<file path="src/rtl/alg_unit_if.sv">
// EX-stage handshake between the pipeline and the multi-cycle multiply/divide engine.
// The master side is the EX stage; the slave side is the engine.
interface alg_unit_if #(
  parameter int WIDTH = 16
);
  logic             start;
  logic [2:0]       op_x_bits;
  logic [WIDTH-1:0] opA;
  logic [WIDTH-1:0] opB;
  logic             flush;
  logic             stall;
  logic             done;
  logic [WIDTH-1:0] res_lo;
  logic [WIDTH-1:0] res_hi;

  modport master (
    output start, op_x_bits, opA, opB, flush,
    input  stall, done, res_lo, res_hi
  );

  modport slave (
    input  start, op_x_bits, opA, opB, flush,
    output stall, done, res_lo, res_hi
  );
endinterface

</file>
<file path="src/rtl/alg_unit.sv">
// Multi-cycle unsigned multiply (shift-add, LSB first) and restoring divide (MSB first).
// Both result halves are held until the next completed mul/div.
module alg_unit #(
  parameter int         WIDTH  = 16,
  parameter logic [2:0] OP_MUL = 3'b011,
  parameter logic [2:0] OP_DIV = 3'b101
) (
  input  logic       clk,
  input  logic       reset_n,
  alg_unit_if.slave  bus
);

  localparam int CW = (WIDTH > 1) ? $clog2(WIDTH) : 1;
  localparam logic [CW-1:0] LAST = CW'(WIDTH - 1);

  typedef enum logic [1:0] {
    IDLE = 2'd0,
    MUL  = 2'd1,
    DIV  = 2'd2,
    DONE = 2'd3
  } state_t;

  state_t state, state_nx;

  logic [CW-1:0]      count;
  logic [WIDTH-1:0]   opa_q;   // multiplicand / dividend shifting into quotient
  logic [WIDTH-1:0]   opb_q;   // multiplier shifting right / divisor
  logic [2*WIDTH-1:0] acc;
  logic [WIDTH:0]     rem;
  logic [WIDTH-1:0]   res_lo_q;
  logic [WIDTH-1:0]   res_hi_q;

  logic is_mul, is_div, div_zero, last;

  logic [WIDTH:0]     mul_sum;
  logic [2*WIDTH-1:0] acc_nx;
  logic [WIDTH:0]     div_shift;
  logic [WIDTH+1:0]   div_diff;
  logic               div_ok;
  logic [WIDTH:0]     rem_nx;
  logic [WIDTH-1:0]   quo_nx;

  assign is_mul   = bus.start && (bus.op_x_bits == OP_MUL);
  assign is_div   = bus.start && (bus.op_x_bits == OP_DIV);
  assign div_zero = (bus.opB == '0);
  assign last     = (count == LAST);

  // Datapath step for one iteration of either operation
  always_comb begin
    mul_sum   = {1'b0, acc[2*WIDTH-1:WIDTH]} + {1'b0, (opb_q[0] ? opa_q : '0)};
    acc_nx    = {mul_sum, acc[WIDTH-1:1]};
    div_shift = {rem[WIDTH-1:0], opa_q[WIDTH-1]};
    div_diff  = {1'b0, div_shift} - {2'b00, opb_q};
    div_ok    = ~div_diff[WIDTH+1];
    rem_nx    = div_ok ? div_diff[WIDTH:0] : div_shift;
    quo_nx    = {opa_q[WIDTH-2:0], div_ok};
  end

  // State register
  always_ff @(posedge clk or negedge reset_n) begin
    if (!reset_n) state <= IDLE;
    else          state <= state_nx;
  end

  // Next-state logic; flush overrides every transition
  always_comb begin
    state_nx = state;
    case (state)
      IDLE: begin
        if (is_mul)      state_nx = MUL;
        else if (is_div) state_nx = div_zero ? DONE : DIV;
      end
      MUL:     if (last) state_nx = DONE;
      DIV:     if (last) state_nx = DONE;
      DONE:    state_nx = IDLE;
      default: state_nx = IDLE;
    endcase
    if (bus.flush) state_nx = IDLE;
  end

  // Outputs
  always_comb begin
    bus.stall = 1'b0;
    bus.done  = 1'b0;
    case (state)
      IDLE:    bus.stall = is_mul | is_div;
      MUL:     bus.stall = 1'b1;
      DIV:     bus.stall = 1'b1;
      DONE:    bus.done  = 1'b1;
      default: ;
    endcase
  end

  assign bus.res_lo = res_lo_q;
  assign bus.res_hi = res_hi_q;

  // Operand, accumulator and result registers
  always_ff @(posedge clk or negedge reset_n) begin
    if (!reset_n) begin
      count    <= '0;
      opa_q    <= '0;
      opb_q    <= '0;
      acc      <= '0;
      rem      <= '0;
      res_lo_q <= '0;
      res_hi_q <= '0;
    end else if (bus.flush) begin
      count <= '0;
    end else begin
      case (state)
        IDLE: begin
          if (is_mul) begin
            opa_q <= bus.opA;
            opb_q <= bus.opB;
            acc   <= '0;
            count <= '0;
          end else if (is_div) begin
            if (div_zero) begin
              res_lo_q <= '1;
              res_hi_q <= bus.opA;
            end else begin
              opa_q <= bus.opA;
              opb_q <= bus.opB;
              rem   <= '0;
              count <= '0;
            end
          end
        end
        MUL: begin
          acc   <= acc_nx;
          opb_q <= opb_q >> 1;
          count <= count + 1'b1;
          if (last) begin
            res_hi_q <= acc_nx[2*WIDTH-1:WIDTH];
            res_lo_q <= acc_nx[WIDTH-1:0];
            count    <= '0;
          end
        end
        DIV: begin
          rem   <= rem_nx;
          opa_q <= quo_nx;
          count <= count + 1'b1;
          if (last) begin
            res_lo_q <= quo_nx;
            res_hi_q <= rem_nx[WIDTH-1:0];
            count    <= '0;
          end
        end
        default: ;
      endcase
    end
  end

endmodule
</file>
<file path="src/flat_wrapper.sv">
// flat-port wrapper written by rule: the top's interface ports become plain ports
module alg_unit_flat 
#(
  parameter int         WIDTH  = 16,
  parameter logic [2:0] OP_MUL = 3'b011,
  parameter logic [2:0] OP_DIV = 3'b101
)
  (clk, reset_n, bus_start, bus_op_x_bits, bus_opA, bus_opB, bus_flush, bus_stall, bus_done, bus_res_lo, bus_res_hi);
  alg_unit_if #(.WIDTH(WIDTH)) bus_i ();
  input  logic clk;
  input  logic reset_n;
  input wire logic [$bits(bus_i.start)-1:0] bus_start;
  input wire logic [$bits(bus_i.op_x_bits)-1:0] bus_op_x_bits;
  input wire logic [$bits(bus_i.opA)-1:0] bus_opA;
  input wire logic [$bits(bus_i.opB)-1:0] bus_opB;
  input wire logic [$bits(bus_i.flush)-1:0] bus_flush;
  output wire logic [$bits(bus_i.stall)-1:0] bus_stall;
  output wire logic [$bits(bus_i.done)-1:0] bus_done;
  output wire logic [$bits(bus_i.res_lo)-1:0] bus_res_lo;
  output wire logic [$bits(bus_i.res_hi)-1:0] bus_res_hi;
  assign bus_i.start = bus_start;
  assign bus_i.op_x_bits = bus_op_x_bits;
  assign bus_i.opA = bus_opA;
  assign bus_i.opB = bus_opB;
  assign bus_i.flush = bus_flush;
  assign bus_stall = bus_i.stall;
  assign bus_done = bus_i.done;
  assign bus_res_lo = bus_i.res_lo;
  assign bus_res_hi = bus_i.res_hi;
  alg_unit #(.WIDTH(WIDTH), .OP_MUL(OP_MUL), .OP_DIV(OP_DIV)) u_core (.clk(clk), .reset_n(reset_n), .bus(bus_i));
endmodule
</file>
<file path="config.mk">
export PLATFORM = sky130hd
export DESIGN_NAME = alg_unit_flat
export DESIGN_NICKNAME = d
export VERILOG_FILES = /design/src/rtl/alg_unit_if.sv /design/src/rtl/alg_unit.sv /design/src/flat_wrapper.sv
export SDC_FILE = /design/constraint.sdc
export NUM_CORES = 1
export LEC_CHECK = 0
export ABC_AREA = 1
export CELL_PAD_IN_SITES_DETAIL_PLACEMENT = 1
export CELL_PAD_IN_SITES_GLOBAL_PLACEMENT = 1
export CORE_ASPECT_RATIO = 0.7
export CORE_MARGIN = 2
export CORE_UTILIZATION = 47
export CTS_BUF_LIST = sky130_fd_sc_hd__clkbuf_2 sky130_fd_sc_hd__clkbuf_4 sky130_fd_sc_hd__clkbuf_8
export DETAILED_ROUTE_END_ITERATION = 6
export PLACE_DENSITY_LB_ADDON = 0.15
export SLEW_MARGIN = 20
export SYNTH_ARGS = -nofsm -noshare
export SYNTH_HDL_FRONTEND = slang
export SYNTH_SLANG_ARGS = --single-unit
export TNS_END_PERCENT = 1
</file>
<file path="constraint.sdc">
create_clock -name clk -period 5.1 [get_ports clk]
set_input_delay 0.51 -clock clk [delete_from_list [all_inputs] [get_ports clk]]
set_output_delay 0.51 -clock clk [all_outputs]
set_load 0.05 [all_outputs]
</file>
* Word-level counts from Yosys, hierarchy flattened
Cells that the tools add are included.
** Word-level totals
- Flip-flop bits (word level) :: 118
- Input port bits :: 39
- Output and inout bits :: 34
- Word-level logic and storage cells :: 90
** Cells by class
- Add/subtract/negate cells :: 3
- Equal/unequal tests :: 18
- Muxes and demuxes :: 42
- Bitwise logic cells :: 3
- Reductions and logical operators :: 16
** Operators by type and width (count)
- $mux 16 :: 21
- $pmux 16 s2 :: 3
- $pmux 16 s3 :: 2
- $pmux 32 s2 :: 1
- $mux 32 :: 1
- $mux 4 :: 5
- $sub 17x16->18 :: 1
- $add 16x16->17 :: 1
- $logic_not 16->1 :: 1
- $ne 2x1->1 const B :: 5
- $mux 2 :: 4
- $pmux 4 s2 :: 1
- $reduce_and 4->1 :: 2
- $reduce_and 7->1 :: 1
- $ne 3x1->1 const B :: 2
- $pmux 2 s3 :: 1
- $reduce_and 3->1 :: 2
- $reduce_bool 3->1 :: 2
- $reduce_and 5->1 :: 1
- $add 4x1->4 const B :: 1
- $eq 2x2->1 const B :: 2
- $eq 4x4->1 const B :: 1
- $ne 2x2->1 const B :: 2
- $ne 4x2->1 const B :: 1
- 14 further kinds :: 18

* Depth between registers and ports, before layout
- Depth after elaboration :: 6
- Mapped depth :: 20
- Mapped depth without buffers :: 19

* Worst setup path after synthesis
OpenSTA, ideal clock, no wires.
- Path type :: flip-flop to flip-flop
- From :: register u_core.opb_q[0]
- To :: register u_core.res_hi_q[9], in the netlist u_core.bus.res_hi[9]
- Setup time :: 0.118 ns
- Data arrival time :: 2.236 ns
- Required time :: 4.982 ns
- Setup slack :: 2.747 ns
- Stages on the path, launching flop included :: 21
- Path buffers :: 1
- Clock period less this slack :: 2.353 ns
- Cells stage by stage :: dfrtp_1 > clkbuf_1 > nand2_1 > inv_1 > ha_1 > inv_1 > fa_1 > inv_1 > nand2_1 > a21oi_1 > nand2_1 > nand2_1 > nand2_1 > nand2_1 > nand2_1 > nand3_1 > nand2_1 > inv_1 > nand2_1 > nand2_1 > nand2_1
** Between the ends
- Cells in the longest elaborated chain, start to end :: 4
- Elaborated cells on any way between the ends :: 7
- Classes of those cells :: 2 x add/sub; 5 x mux
** Ends and longest elaborated chain
- start: declaration :: RTL line alg_unit.sv:27 : logic [WIDTH-1:0] opb_q;
- start signal: assignment :: RTL line alg_unit.sv:114 : opb_q <= bus.opB;
- start signal: assignment :: RTL line alg_unit.sv:123 : opb_q <= bus.opB;
- start signal: assignment :: RTL line alg_unit.sv:131 : opb_q <= opb_q >> 1;
- $sub 17x16->18 or $mux 16 (tied branches) :: RTL line alg_unit.sv:53, alg_unit.sv:50
- $mux 16 or $add 16x16->17 (tied branches) :: RTL line alg_unit.sv:55, alg_unit.sv:50
- $mux 16, on equally long branches :: RTL line alg_unit.sv:143, alg_unit.sv:133
- $pmux 16 s3 (*) :: RTL line alg_unit.sv:110 : case (state)
- end signal: assignment :: RTL line alg_unit.sv:120 : res_hi_q <= bus.opA;
- end signal: assignment :: RTL line alg_unit.sv:134 : res_hi_q <= acc_nx[2*WIDTH-1:WIDTH];
- end signal: assignment :: RTL line alg_unit.sv:145 : res_hi_q <= rem_nx[WIDTH-1:0];
- end: declaration :: RTL line alg_unit.sv:31 : logic [WIDTH-1:0] res_hi_q;
Mark *: on every way between the ends. The rest lies on a longest branch, timed or not. The select of a mux whose other input is x is not followed.
A chain may end at the register's enable or synchronous reset.

* Worst setup path after layout
- From :: register u_core.state[0]
- To :: output port bus_stall
** Between the ends
- Cells in the longest elaborated chain, start to end :: 3
- Elaborated cells on any way between the ends :: 5
- Classes of those cells :: 2 x eq/ne; 1 x mux; 2 x reduce/logical
** Ends and longest elaborated chain
- start: declaration :: RTL line alg_unit.sv:23 : state_t state, state_nx;
- start signal: assignment :: RTL line alg_unit.sv:62 : else state <= state_nx;
- $eq 2x1->1 or $eq 2x2->1 (tied branches) :: RTL line alg_unit.sv:85 : case (state)
- $reduce_or 2->1 (no line)
- $pmux 1 s2 (*) :: RTL line alg_unit.sv:85
- end: declaration :: RTL line flat_wrapper.sv:17 : output wire logic [$bits(bus_i.stall)-1:0] bus_stall;
Mark *: on every way between the ends. The rest lies on a longest branch, timed or not.

==> run metrics <==
EDFF count, synth=0; power per cell area=650.9 nW/µm²; final wirelength=24.07 mm; Hold Path Sink=u_core.bus.res_hi[14]; CTS tree=built; Clock Path Buffers=2; Crit-path slowest cell=clkdlybuf4s50_1; # rows=38; Logic pwr share=58.0%; detailed placement HPWL=17.87 mm; Antenna Violating Nets Remaining=0; Max Slew Vio Count=0; Net Sw Frac=52.46%; Crit path arrival time=2.77 ns; # IOs=73; outcome=completed; worst rel slew slack=54.47%; Reg2Reg Depth=19; Data required, critical path=4.59 ns; WL/cell=18.22 µm; Clk pwr share=16.2%; antenna diode count=0; Period Utilization, post-route=64.39%; critical path cell sequence=inv_1, ha_1, buf_4, o31ai_1, inv_1, clkdlybuf4s50_1; Slew @ Worst Pin=0.6829 ns; Hold Fails Final Rpt=0; Post-Syn Area=roughly 7500 µm²; share of post-route cells with drive strength above 1=6.601%; largest net degree at the start of global routing=60; die height=110.0 µm; GRT Overall Usage=~30%; Mean Syn Cell Area=between 7 and 8 µm²; crit-path leading delay family=buffers and inverters; Pleak=4.313 nW; Mapped Nets=1127; Main synth FF type=dfrtp_1; area grow syn2layout=16.83%; Worst-path clk slew=around 0.080 ns; CP max stage delay=0.79 ns; Root Driver=clkbuf_8; Crit path top cell by count=inv_1; cells after synthesis=~1000; hold depth=2; gr ovfl total=0; number of global-route vias before repair=7356; setup tns final=0 ns; initial antenna violation count=0; Switching Power=3.007 mW; RSZ-0062 raised after global routing=false; drc violations=0; TritonRoute pass-1 iters=5; maximum fanout along the worst path=47; initial core utilization=48.33%; # Max-Cap Violations=0; Hold Startpoint=u_core.bus.res_hi[14]; worst clock skew=approximately 0.012 ns; fin area=8806 µm²; #FFs+latches synth=117; # setup viols final=0; peak supply drop=0.8595 mV; post-placement cell area=roughly 8400 µm²; first-pass GRT wire length=around 40 mm; crit end category=output pin; GPL Wtd Cong=0.8742; H-Tree Level Count=4; Clock Latency Late Sink=about 0.47 ns; total CTS buffers=17; post-CTS sizing=0; Post-CTS Setup Repair Bufs=0; Buf+Inv Stages, Crit Path=4; detailed-route via count=7297; die width=155.4 µm; FF-to-FF Start=u_core.opb_q[0]; class of the worst hold path=flop to flop; Tmin final=3.284 ns; placed insts=roughly 1300; count of unique library cells instantiated by Yosys=41; post-synthesis sequential area ratio=38.84%; DR iter-0 viols=473; fmax=304.5 MHz; Setup crit start kind=flop; Via-to-Cell Ratio=5.524; post-synthesis async set-or-reset flop share=100.0%; cts hold-fix bufs=1; P_int=~2.7 mW; r2r setup slk=1.99 ns; die area=17080 µm²; warnings from Yosys=0; PortBufs=72; kind of critical path=flop to output pin; Layout Cells excl Fill=1321; sequential share of power=25.7%; # clock sinks=117; Crit Reg-Reg Endpoint=u_core.bus.res_hi[9]; core area=15600 µm²; Nets=between 1000 and 1500; Filler cells=~2000
## final cells by class
class                   count  area, µm²  share of cell area [%]
multi-input cells         780       4001                   45.44
flip-flops and latches    117       2928                   33.25
repair buffers             83      803.3                   9.122
inverters                 109      409.1                   4.646
well taps                 200      250.2                   2.842
clock buffers              17      234.0                   2.657
clock inverters            15      180.2                   2.046
## cell families (layout without fill, tap and decap cells)
group,after synthesis,in the layout,synth area share [%]
compound gates,182,182,14.54
xor+xnor,8,8,0.9297
fa+ha+maj,41,41,7.005
simple gates,549,549,30.58
flops,117,117,38.84
buf+inv,150,224,8.101
## metrics by stage
| step | hold slack (ns) | power (mW) | util, % | setup slack (ns) |
|---|---|---|---|---|
| after floorplan | 0.2144 | 3.752 | - | 2.747 |
| after global placement | 0.4607 | 4.638 | 53.75 | 2.210 |
| after detailed placement | 0.4648 | 4.739 | 53.75 | 2.080 |
| after CTS | 0.4848 | 5.725 | 56.47 | 1.779 |
| after global routing | 0.5041 | 6.179 | 56.47 | 1.660 |
| final | 0.4814 | 5.732 | 56.47 | 1.816 |
## worst register-to-register path: cells and delay by family, from the launching register on
family / cells / cell delay, ns
AOI/OAI and AO/OA: 1 / 0.38
adders and majority gates: 2 / 0.53
buffers and inverters: 4 / 0.32
DFF: 1 / 0.79
and+or+nand+nor: 12 / 0.99
## cell usage after synthesis (all sizes together), types with 3 or more instances
library cell / count / area share [%]
nand2: 350 / 18
dfrtp: 117 / 39
inv: 109 / 5.4
nor2: 99 / 5.0
o21ai: 85 / 5.6
nand3: 61 / 4.4
ha: 39 / 6.5
a21oi: 35 / 2.5
clkbuf: 22 / 1.1
nand4: 22 / 1.8
o211ai: 22 / 2.7
o21a: 20 / 2.0
buf: 19 / 1.6
a31oi: 16 / 1.3
xnor2: 8 / 0.93
nor3: 5 / 0.48
and2: 4 / 0.37
or2: 4 / 0.33
nand3b: 3 / 0.30
## worst max path at each step
stage | from | end | slack [ns] | cells past startpoint
global placement | u_core.opb_q[0] | u_core.bus.res_hi[9] | 2.21 | 19
detailed placement | u_core.opb_q[0] | u_core.bus.res_hi[9] | 2.08 | 19
floorplan | u_core.opb_q[0] | u_core.bus.res_hi[9] | 2.75 | 20
CTS | u_core.state[0] | bus_stall | 1.78 | 6
finish | u_core.state[0] | bus_stall | 1.82 | 6
global route | u_core.state[0] | bus_stall | 1.66 | 6
## state kept, by name, indices dropped and copies added (netlist names)
signal and flops:
u_core.acc 31, u_core.bus.res_hi 16, u_core.bus.res_lo 16, u_core.count 4, u_core.opa_q 16, u_core.opb_q 16, u_core.rem 16, u_core.state 2
## power by group through the flow
stage | sequential, mW | combinational [mW] | clock [mW]
detailed placement | 1.48 | 3.26 | 0
finish | 1.47 | 3.33 | 0.931
global placement | 1.47 | 3.17 | 0
floorplan | 1.79 | 1.96 | 0
global route | 1.51 | 3.68 | 0.986
CTS | 1.47 | 3.31 | 0.945
## placed cells by master (no fill, tap or decap), types with 16 or more instances in the layout
master / instances
a21oi_1: 33
a31oi_1: 16
clkbuf_8: 17
clkdlybuf4s50_1: 71
dfrtp_1: 117
ha_1: 38
inv_1: 104
nand2_1: 345
nand3_1: 56
nand4_1: 22
nor2_1: 98
o21a_1: 20
o21ai_0: 69
o21ai_1: 16
## metal layers
layer / vias to the layer above / global-route usage (%) / part of all wire [%]
li1: 3527 / - / -
met1: 3585 / 43.98 / 51
met2: 161 / 44.94 / 43
met3: 24 / 5.558 / 4.8
met4: 0 / 6.815 / 1.1
met5: - / 0 / 0
Note: power is estimated with default switching activity, not from simulation.
